File: src/rtl/bank_timing_array.sv
// Per-bank DDR timing tracker array: one timing FSM per bank, a command
// decoder with legality checking, runtime timing registers, auto-precharge,
// all-bank PRA/REF and a refresh-interval tracker with postponed refresh count.
// Command interface: a command is present when cmd_valid=1 and is always
// consumed in that cycle (no back-pressure); rejection is signalled by a
// one-cycle cmd_illegal pulse on the following cycle.
module bank_timing_array #(
  parameter int BL      = 8,
  parameter int BGWIDTH = 2,
  parameter int BAWIDTH = 2,
  parameter int TW      = 8,
  parameter int REFIW   = 16,
  parameter int MAXPEND = 8,
  parameter int D_RCD   = 17,
  parameter int D_RP    = 17,
  parameter int D_RAS   = 32,
  parameter int D_RFC   = 34,
  parameter int D_CL    = 17,
  parameter int D_CWL   = 10,
  parameter int D_WR    = 14,
  parameter int D_RTP   = 7,
  parameter int D_REFI  = 9360
) (
  input  logic                                        clk,
  input  logic                                        rst,
  input  logic                                        cfg_we,
  input  logic [3:0]                                  cfg_addr,
  input  logic [REFIW-1:0]                            cfg_wdata,
  input  logic                                        cmd_valid,
  input  logic [2:0]                                  cmd,
  input  logic [BGWIDTH-1:0]                          bg,
  input  logic [BAWIDTH-1:0]                          ba,
  output logic [3*(2**(BGWIDTH+BAWIDTH))-1:0]         bank_state,
  output logic [(2**(BGWIDTH+BAWIDTH))-1:0]           bank_open,
  output logic                                        cmd_illegal,
  output logic [3:0]                                  refresh_pending,
  output logic                                        refresh_due
);
  localparam int IW = BGWIDTH + BAWIDTH;
  localparam int NB = 2**IW;
  localparam logic [TW-1:0] HALF_BL = TW'(BL / 2);

  typedef enum logic [2:0] {
    S_IDLE = 3'd0, S_ACTIVATING = 3'd1, S_ACTIVE = 3'd2, S_READING = 3'd3,
    S_WRITING = 3'd4, S_PRECHARGING = 3'd5, S_REFRESHING = 3'd6
  } state_t;

  localparam logic [2:0] C_ACT = 3'd0, C_RD = 3'd1, C_RDA = 3'd2, C_WR = 3'd3,
                         C_WRA = 3'd4, C_PR = 3'd5, C_PRA = 3'd6, C_REF = 3'd7;

  // Timing register file indices (cfg_addr 0..7); REFI lives in its own register.
  localparam int R_RCD = 0, R_RP = 1, R_RAS = 2, R_RFC = 3, R_CL = 4, R_CWL = 5, R_WR = 6;
  localparam logic [3:0] A_REFI = 4'd8;
  localparam logic [TW-1:0] TRESET [8] = '{TW'(D_RCD), TW'(D_RP), TW'(D_RAS), TW'(D_RFC),
                                           TW'(D_CL), TW'(D_CWL), TW'(D_WR), TW'(D_RTP)};

  logic [TW-1:0]    treg [8];
  logic [REFIW-1:0] t_refi;

  state_t        st_q [NB];
  state_t        st_d [NB];
  logic [TW-1:0] ctr_q [NB];
  logic [TW-1:0] ctr_d [NB];
  logic [TW-1:0] ras_q [NB];
  logic [TW-1:0] ras_d [NB];
  logic          ap_q [NB];
  logic          ap_d [NB];

  logic [IW-1:0]    tgt;
  logic             all_idle, pra_ok, legal, take, hit;
  logic [REFIW-1:0] refi_q, refi_last;
  logic [3:0]       pend_q;
  logic             wrap, ref_take;

  // A programmed 0 behaves as a 1-cycle interval.
  function automatic logic [TW-1:0] ld(input logic [TW-1:0] t);
    return (t == '0) ? '0 : t - TW'(1);
  endfunction

  // Timing registers: a write lands at the edge, so a same-cycle command sees the old value.
  always_ff @(posedge clk or posedge rst) begin
    if (rst) begin
      for (int i = 0; i < 8; i++) treg[i] <= TRESET[i];
      t_refi <= REFIW'(D_REFI);
    end else if (cfg_we) begin
      if (!cfg_addr[3]) treg[cfg_addr[2:0]] <= cfg_wdata[TW-1:0];
      else if (cfg_addr == A_REFI) t_refi <= cfg_wdata;
    end
  end

  // Command legality and per-bank next-state / counter logic.
  always_comb begin
    all_idle = 1'b1;
    pra_ok   = 1'b1;
    hit      = 1'b0;
    tgt      = {bg, ba};
    for (int i = 0; i < NB; i++) begin
      if (st_q[i] != S_IDLE) all_idle = 1'b0;
      if (!(st_q[i] == S_IDLE || (st_q[i] == S_ACTIVE && ras_q[i] == '0))) pra_ok = 1'b0;
    end
    case (cmd)
      C_ACT:                   legal = (st_q[tgt] == S_IDLE);
      C_RD, C_RDA, C_WR, C_WRA: legal = (st_q[tgt] == S_ACTIVE);
      C_PR:                    legal = (st_q[tgt] == S_IDLE) ||
                                       (st_q[tgt] == S_ACTIVE && ras_q[tgt] == '0);
      C_PRA:                   legal = pra_ok;
      default:                 legal = all_idle;
    endcase
    take = cmd_valid && legal;

    for (int i = 0; i < NB; i++) begin
      st_d[i]  = st_q[i];
      ctr_d[i] = ctr_q[i];
      ap_d[i]  = ap_q[i];
      ras_d[i] = (ras_q[i] != '0) ? ras_q[i] - TW'(1) : '0;
      hit      = (tgt == IW'(i));
      // Autonomous progress of the timed states.
      case (st_q[i])
        S_ACTIVATING: begin
          if (ctr_q[i] != '0) ctr_d[i] = ctr_q[i] - TW'(1);
          else                st_d[i]  = S_ACTIVE;
        end
        S_READING, S_WRITING: begin
          if (ctr_q[i] != '0) ctr_d[i] = ctr_q[i] - TW'(1);
          else if (!ap_q[i])  st_d[i]  = S_ACTIVE;
          else if (ras_q[i] == '0) begin
            // Auto-precharge waits in place until tRAS has elapsed.
            st_d[i]  = S_PRECHARGING;
            ctr_d[i] = ld(treg[R_RP]);
            ap_d[i]  = 1'b0;
          end
        end
        S_PRECHARGING, S_REFRESHING: begin
          if (ctr_q[i] != '0) ctr_d[i] = ctr_q[i] - TW'(1);
          else                st_d[i]  = S_IDLE;
        end
        default: ;
      endcase
      // Legal commands only touch IDLE/ACTIVE banks, which never move on their own.
      if (take) begin
        case (cmd)
          C_ACT: if (hit) begin
            st_d[i]  = S_ACTIVATING;
            ctr_d[i] = ld(treg[R_RCD]);
            ras_d[i] = ld(treg[R_RAS]);
          end
          C_RD, C_RDA: if (hit) begin
            st_d[i]  = S_READING;
            ctr_d[i] = treg[R_CL] + HALF_BL - TW'(1);
            ap_d[i]  = (cmd == C_RDA);
          end
          C_WR, C_WRA: if (hit) begin
            st_d[i]  = S_WRITING;
            ctr_d[i] = treg[R_CWL] + HALF_BL + treg[R_WR] - TW'(1);
            ap_d[i]  = (cmd == C_WRA);
          end
          C_PR, C_PRA: if ((hit || cmd == C_PRA) && st_q[i] == S_ACTIVE) begin
            st_d[i]  = S_PRECHARGING;
            ctr_d[i] = ld(treg[R_RP]);
          end
          default: begin
            st_d[i]  = S_REFRESHING;
            ctr_d[i] = ld(treg[R_RFC]);
          end
        endcase
      end
    end
  end

  // Bank state, counter and auto-precharge registers.
  always_ff @(posedge clk or posedge rst) begin
    if (rst) begin
      for (int i = 0; i < NB; i++) begin
        st_q[i]  <= S_IDLE;
        ctr_q[i] <= '0;
        ras_q[i] <= '0;
        ap_q[i]  <= 1'b0;
      end
      cmd_illegal <= 1'b0;
    end else begin
      for (int i = 0; i < NB; i++) begin
        st_q[i]  <= st_d[i];
        ctr_q[i] <= ctr_d[i];
        ras_q[i] <= ras_d[i];
        ap_q[i]  <= ap_d[i];
      end
      cmd_illegal <= cmd_valid && !legal;
    end
  end

  assign refi_last = (t_refi == '0) ? '0 : t_refi - REFIW'(1);
  assign wrap      = (refi_q >= refi_last);
  assign ref_take  = take && (cmd == C_REF);

  // Refresh interval counter and owed-refresh count; a wrap and a REF together cancel.
  always_ff @(posedge clk or posedge rst) begin
    if (rst) begin
      refi_q <= '0;
      pend_q <= '0;
    end else begin
      if (cfg_we && cfg_addr == A_REFI) refi_q <= '0;
      else if (wrap)                    refi_q <= '0;
      else                              refi_q <= refi_q + REFIW'(1);
      if (wrap && !ref_take && pend_q != 4'(MAXPEND)) pend_q <= pend_q + 4'd1;
      else if (ref_take && !wrap && pend_q != 4'd0)   pend_q <= pend_q - 4'd1;
    end
  end

  for (genvar g = 0; g < NB; g++) begin : g_out
    assign bank_state[3*g +: 3] = st_q[g];
    assign bank_open[g]         = (st_q[g] == S_ACTIVE);
  end

  assign refresh_pending = pend_q;
  assign refresh_due     = (pend_q != 4'd0);

endmodule

File: config.mk
export PLATFORM = sky130hd
export DESIGN_NAME = bank_timing_array
export DESIGN_NICKNAME = d
export VERILOG_FILES = /design/src/rtl/bank_timing_array.sv
export SDC_FILE = /design/constraint.sdc
export NUM_CORES = 2
export LEC_CHECK = 0
export BUFFER_PORTS_ARGS = -buffer_cell sky130_fd_sc_hd__buf_2
export CAP_MARGIN = 40
export CORE_MARGIN = 2
export CORE_UTILIZATION = 30
export DETAILED_ROUTE_END_ITERATION = 7
export GPL_TIMING_DRIVEN = 0
export SYNTH_ARGS = -nofsm -noshare
export SYNTH_HDL_FRONTEND = slang
export SYNTH_SLANG_ARGS = --single-unit
File: constraint.sdc
create_clock -name clk -period 41.9 [get_ports clk]
set_clock_uncertainty 0.05 [all_clocks]
set_input_delay 6.285 -clock clk [delete_from_list [all_inputs] [get_ports clk]]
set_output_delay 6.285 -clock clk [all_outputs]
set_load 0.05 [all_outputs]
* Yosys cells after proc, flatten, opt, wreduce, memory -nomap -nowiden
Cells that the tools add are included.
** Operators by class
- Bitwise logic cells :: 3
- Equal/unequal tests :: 121
- Muxes and demuxes :: 611
- Magnitude comparators :: 4
- Add/sub/neg operators :: 45
- Reduce and logical (&&, ||, !) cells :: 223
** Operators with widths (number)
- $mux W8 :: 215
- $pmux W8 S4 :: 16
- $mux W3 :: 162
- $sub A8 B1 Y8 const B :: 38
- $pmux W8 S2 :: 16
- $reduce_bool A8 Y1 :: 32
- $pmux W3 S4 :: 16
- $logic_not A8 Y1 :: 21
- $eq A3 B3 Y1 const B :: 52
- $mux W1 :: 144
- $pmux W3 S3 :: 16
- $eq A3 B2 Y1 const B :: 35
- $reduce_or A2 Y1 :: 35
- $bwmux W64 :: 1
- $logic_not A3 Y1 :: 18
- $eq A3 B1 Y1 const B :: 17
- $mux W16 :: 3
- $reduce_bool A3 Y1 :: 16
- $reduce_or A3 Y1 :: 16
- $logic_and A1 B1 Y1 :: 42
- $eq A4 B4 Y1 const B :: 9
- $logic_or A1 B1 Y1 :: 33
- $bmux W8 S4 :: 1
- $pmux W1 S2 :: 16
- other kinds (29) :: 37
** Storage, ports and cells
- Flip-flop bits (word level) :: 421
- Output and inout port bits :: 70
- Word-level logic and storage cells :: 1083
- Input bits :: 31

* Logic depth before layout (Yosys ltp)
- Word-level depth :: 26
- Gate-level depth with buffers :: 20
- Depth with buffers taken out :: 19

* Worst setup path after synthesis
No wires, ideal clock.
- Kind :: input-to-reg
- From :: input port bg[0]
- To :: register ras_q[83] (netlist name)
- Data required time :: 41.725 ns
- Path buffers :: 1
- Library setup time :: 0.125 ns
- Slack :: 32.834 ns
- Cell stages on the path :: 9
- Arrival time :: 8.891 ns
- Cells stage by stage :: buf_2 -> mux4_2 -> mux4_2 -> mux2i_1 -> nor2_1 -> nor4b_4 -> a22oi_4 -> nor3_4 -> mux2_2
** RTL lines
- from (decl) :: line 31 : input logic [BGWIDTH-1:0] bg,
- to (signal, indexed assignment) :: line 184 : ras_q[i] <= ras_d[i];
- to (decl) :: line 64 : logic [TW-1:0] ras_q [NB];

==> impl_metrics.csv <==
group,metric,value,unit
synth,synth.most_common_cell,"a21oi_1",
routing,routed_wl_per_cell,33.28,um
setup_path,cp_common_cell,"buf_2",
setup_path,worstSetupEndpointType,"flop",
sta,tightest_slew,1082,ps
synth,postSynth.topFlopCell,"dfrtp_1",
synth,synth_fa_ha_area_share,3.036,%
power,peakVddDrop,40.25,uV
setup_path,crit_type,"in -> reg",
synth,synthSimpleGateAreaFrac,22.13,%
setup_path,critical_path.cell_chain,"buf_2 -> buf_2 -> buf_2 -> nand4b_1 -> o22ai_1 -> a211oi_1 -> o2111ai_1 -> nor4b_4 -> a22oi_4 -> buf_6 -> buf_4 -> buf_2 -> a22oi_1",
floorplanning,num_io_pins,101,
setup_path,cp.arrival,11540,ps
power,powerDensity,71.91,nW/um^2
synth,netlist_instances,4438,
synth,synth_cell_type_count,94,
grt,grt_max_degree,118,
cts,clock_insertion_delay_worst_skew,690,ps
sta,timing.max_slew.rel_slack,27.50,%
routing,drt_first_iter_violations,6530,
final_layout,final_design_area_no_fill,40930,sq um
synth,synth_seq_cells,413,
final_layout,nets,4870,
synth,synth_mux_area_share,7.257,%
status,violations,"design-rule violations",
cts,clock_path_buffers,3,
floorplanning,die_h,342.9,um
synth,post_synth.cell_area_avg,7.762,sq um
final_layout,final_design_utilization,35.84,%
floorplanning,fp.coreArea,114200,sq um
floorplanning,starting_density_of_the_core,30.17,%
power,switchingPower,0.001526,W
synth,post_synth_xor_area_fraction,2.822,%
grt,grt_antenna_before_repair,15,
setup_path,crit_path_start_kind,"input port",
final_layout,area_growth,18.82,%
cts,tritoncts_clock_tree,"yes",
cts,cts_resized,0,
placement,gp_congestion,1.093,
cts,numClockSinks,413,
synth,synth_area,34450,sq um
sta,timing.final.hold_violations,0,
power,total_leakage_power,16.45,nW
cts,clk_transition_reported_paths,60,ps
routing,post_drt_via_cell_ratio,6.555,
synth,post_synthesis_sequential_area_ratio,30.07,%
sta,maxClockFrequency,0.08993,GHz
final_layout,post_route_cells_drive_above_1_share,13.35,%
grt,grt_remaining_overflow,0,
routing,via_count,41499,
cts,cts_htree_levels,2,
sta,timing.setup.tns,0,ps
cts,cts_hold_buffers,0,
hold_path,timing.hold.worst_path_depth,2,
sta,layout_worst_path_cycle_share,26.54,%
power,power_switching_share,51.84,%
cts,cts_inserted_buffers,53,
power,combinationalPowerShare,56.7,%
placement,dpl.hpwl,160700,um
cts,postCtsSetupBuffers,0,
setup_path,r2r_cells,14,
setup_path,required_time_of_the_critical_path,42320,ps
floorplanning,design.die.area,117600,sq um
synth,yosysWarnings,0,
sta,minimum_clock_period,11120,ps
cts,cts_root_buffer,"clkbuf_16",
routing,first_pass_iters,8,
synth,synthesis.nets,4549,
synth,post_synth_most_frequent_cells,"a21oi_1 (537), nor2_1 (431), dfrtp_1 (395)",
power,pwr-share-seq,25.5,%
hold_path,hp-class,"reg -> reg",
setup_path,crit_slowest_cell,"nand4b_1",
grt,grt_pass1_wl,289200,um
grt,grt_pass1_vias,37663,
placement,number_of_i_o_port_buffers,100,
placement,place_area,38850,sq um
synth,synth-compound-area-share,29.44,%
routing,detail-route-antenna-nets,0,
sta,finalSetupViolations,0,
grt,grtUsageTotal,34.66,%
floorplanning,rows,124,
setup_path,reg2reg_slack,36370,ps
status,run_status,"complete, but fails checks",
floorplanning,die-width,342.9,um
power,clock_power_share,17.8,%
synth,synth_top_family_by_area,"compound AO/OA/AOI/OAI gates",
synth,synthDominantAreaCellType,"dfrtp_1",
synth,portion_of_synthesized_cell_area_occupied_by_the_leading_cell_type,28.69,%
power,cell_internal_pwr,0.001418,W
sta,finalMaxSlewViolations,0,
synth,ys_top_cells_by_area,"dfrtp_1 (29%), a21oi_1 (7.8%), o21ai_0 (5.3%)",
flow_run,max_cap_violations,0,
sta,rsz0062_at_grt,"false",
routing,drc,1,
routing,postRouteWirelength,210700,um
synth,ys_async_sr_fraction,100.0,%
synth,synth-edff-count,0,
setup_path,crit_fanout,10,
setup_path,longest_individual_stage_delay_on_the_worst_path,730,ps
-- routing by layer --
metal	wire length, um	vias to the layer above	GRT usage, %	part of all wire, %
met1	81460	20128	44.28	39
met4	18370	8	23.94	8.7
li1	-	17312	-	-
met3	28910	858	13.53	14
met2	81910	3193	47.57	39
met5	58	-	0	0.028
-- power by group through the flow --
| stage | Clock, W | Sequential, W | Combinational [W] |
|---|---|---|---|
| after floorplan | 0 | 0.000747 | 0.000923 |
| after global placement | 0 | 0.000741 | 0.00149 |
| after detailed placement | 0 | 0.000745 | 0.00157 |
| after CTS | 0.000531 | 0.000740 | 0.00158 |
| after global routing | 0.000547 | 0.000769 | 0.00174 |
| final | 0.000525 | 0.000749 | 0.00167 |
-- worst paths after layout --
check / from / end
setup / recovery: ba[0] / ctr_q[20]$_DFF_PP0_
hold / removal: treg[9]$_DFFE_PP1P_ / treg[9]$_DFFE_PP1P_
setup reg to reg: ras_q[72]$_DFF_PP0_ / bank_state[35]$_DFF_PP0_
hold reg to reg: treg[9]$_DFFE_PP1P_ / treg[9]$_DFFE_PP1P_
max in group asynchronous: rst / ctr_q[24]$_DFF_PP0_
min in group asynchronous: rst / refi_q[15]$_DFF_PP0_
-- through the flow --
| stage | cells | hold slack, ps | setup WS (ps) | total power [W] |
|---|---|---|---|---|
| 6_report | 6331 | 456.4 | 30780 | 0.002943 |
| 5_1_grt | 6315 | 491.6 | 31080 | 0.003058 |
| 4_1_cts | 6310 | 463.4 | 31170 | 0.002849 |
| 3_5_place_dp | 6211 | 453.3 | 30460 | 0.002315 |
| 3_3_place_gp | 6050 | 444.5 | 18380 | 0.002228 |
| 2_1_floorplan | 4438 | 423.7 | 24100 | 0.001669 |
-- critical path, delay by kind of cell --
family,cells,cell delay [ps]
buf+inv,6,2560
compound gates,5,1790
simple gates,2,850
-- placed cells by master (no fill, tap or decap), types with 28 or more instances in the layout --
cell	instances
buf_6	53
clkbuf_1	257
ha_1	78
a21o_1	55
a221oi_1	44
buf_8	49
buf_4	47
o22ai_1	89
mux2_2	121
nor3_1	174
buf_2	147
a22oi_1	37
nand2b_1	48
xor2_1	52
nor2b_1	43
nand2_1	362
mux2i_1	87
nor4_1	72
o31ai_1	67
xnor2_1	59
nand4_1	37
nor2_1	425
and3_1	34
or3_1	28
nand3_1	78
clkbuf_16	53
a31oi_1	115
inv_1	149
dfrtp_1	395
a21oi_1	535
o21ai_0	367
o221ai_1	39
and2_1	37
-- layout make-up --
cell class | instances | area, sq um
Fill cell | 12116 | 73260
Multi-Input combinational cell | 3565 | 22420
Tap cell | 1512 | 1892
Clock inverter | 29 | 455.4
Timing Repair Buffer | 266 | 2417
Antenna cell | 16 | 40.04
Buffer | 310 | 1252
Clock buffer | 70 | 1530
Sequential cell | 413 | 10360
Inverter | 150 | 570.5
-- cells by family (layout without fill, tap and decap cells) --
logic type | Yosys count | after routing
other cells | 0 | 16
mux | 224 | 224
xor+xnor | 111 | 111
compound gates | 1633 | 1633
simple gates | 1514 | 1514
buf+inv | 460 | 825
fa+ha+maj | 83 | 83
flops | 413 | 413
-- flip-flops by register name, indices dropped and copies added, names as in the netlist --
name             count
ctr_q              128
ras_q              128
treg                56
bank_state          48
ap_q                16
refi_q              16
t_refi              16
refresh_pending      4
cmd_illegal          1
Note: power is estimated with default switching activity, not from simulation.
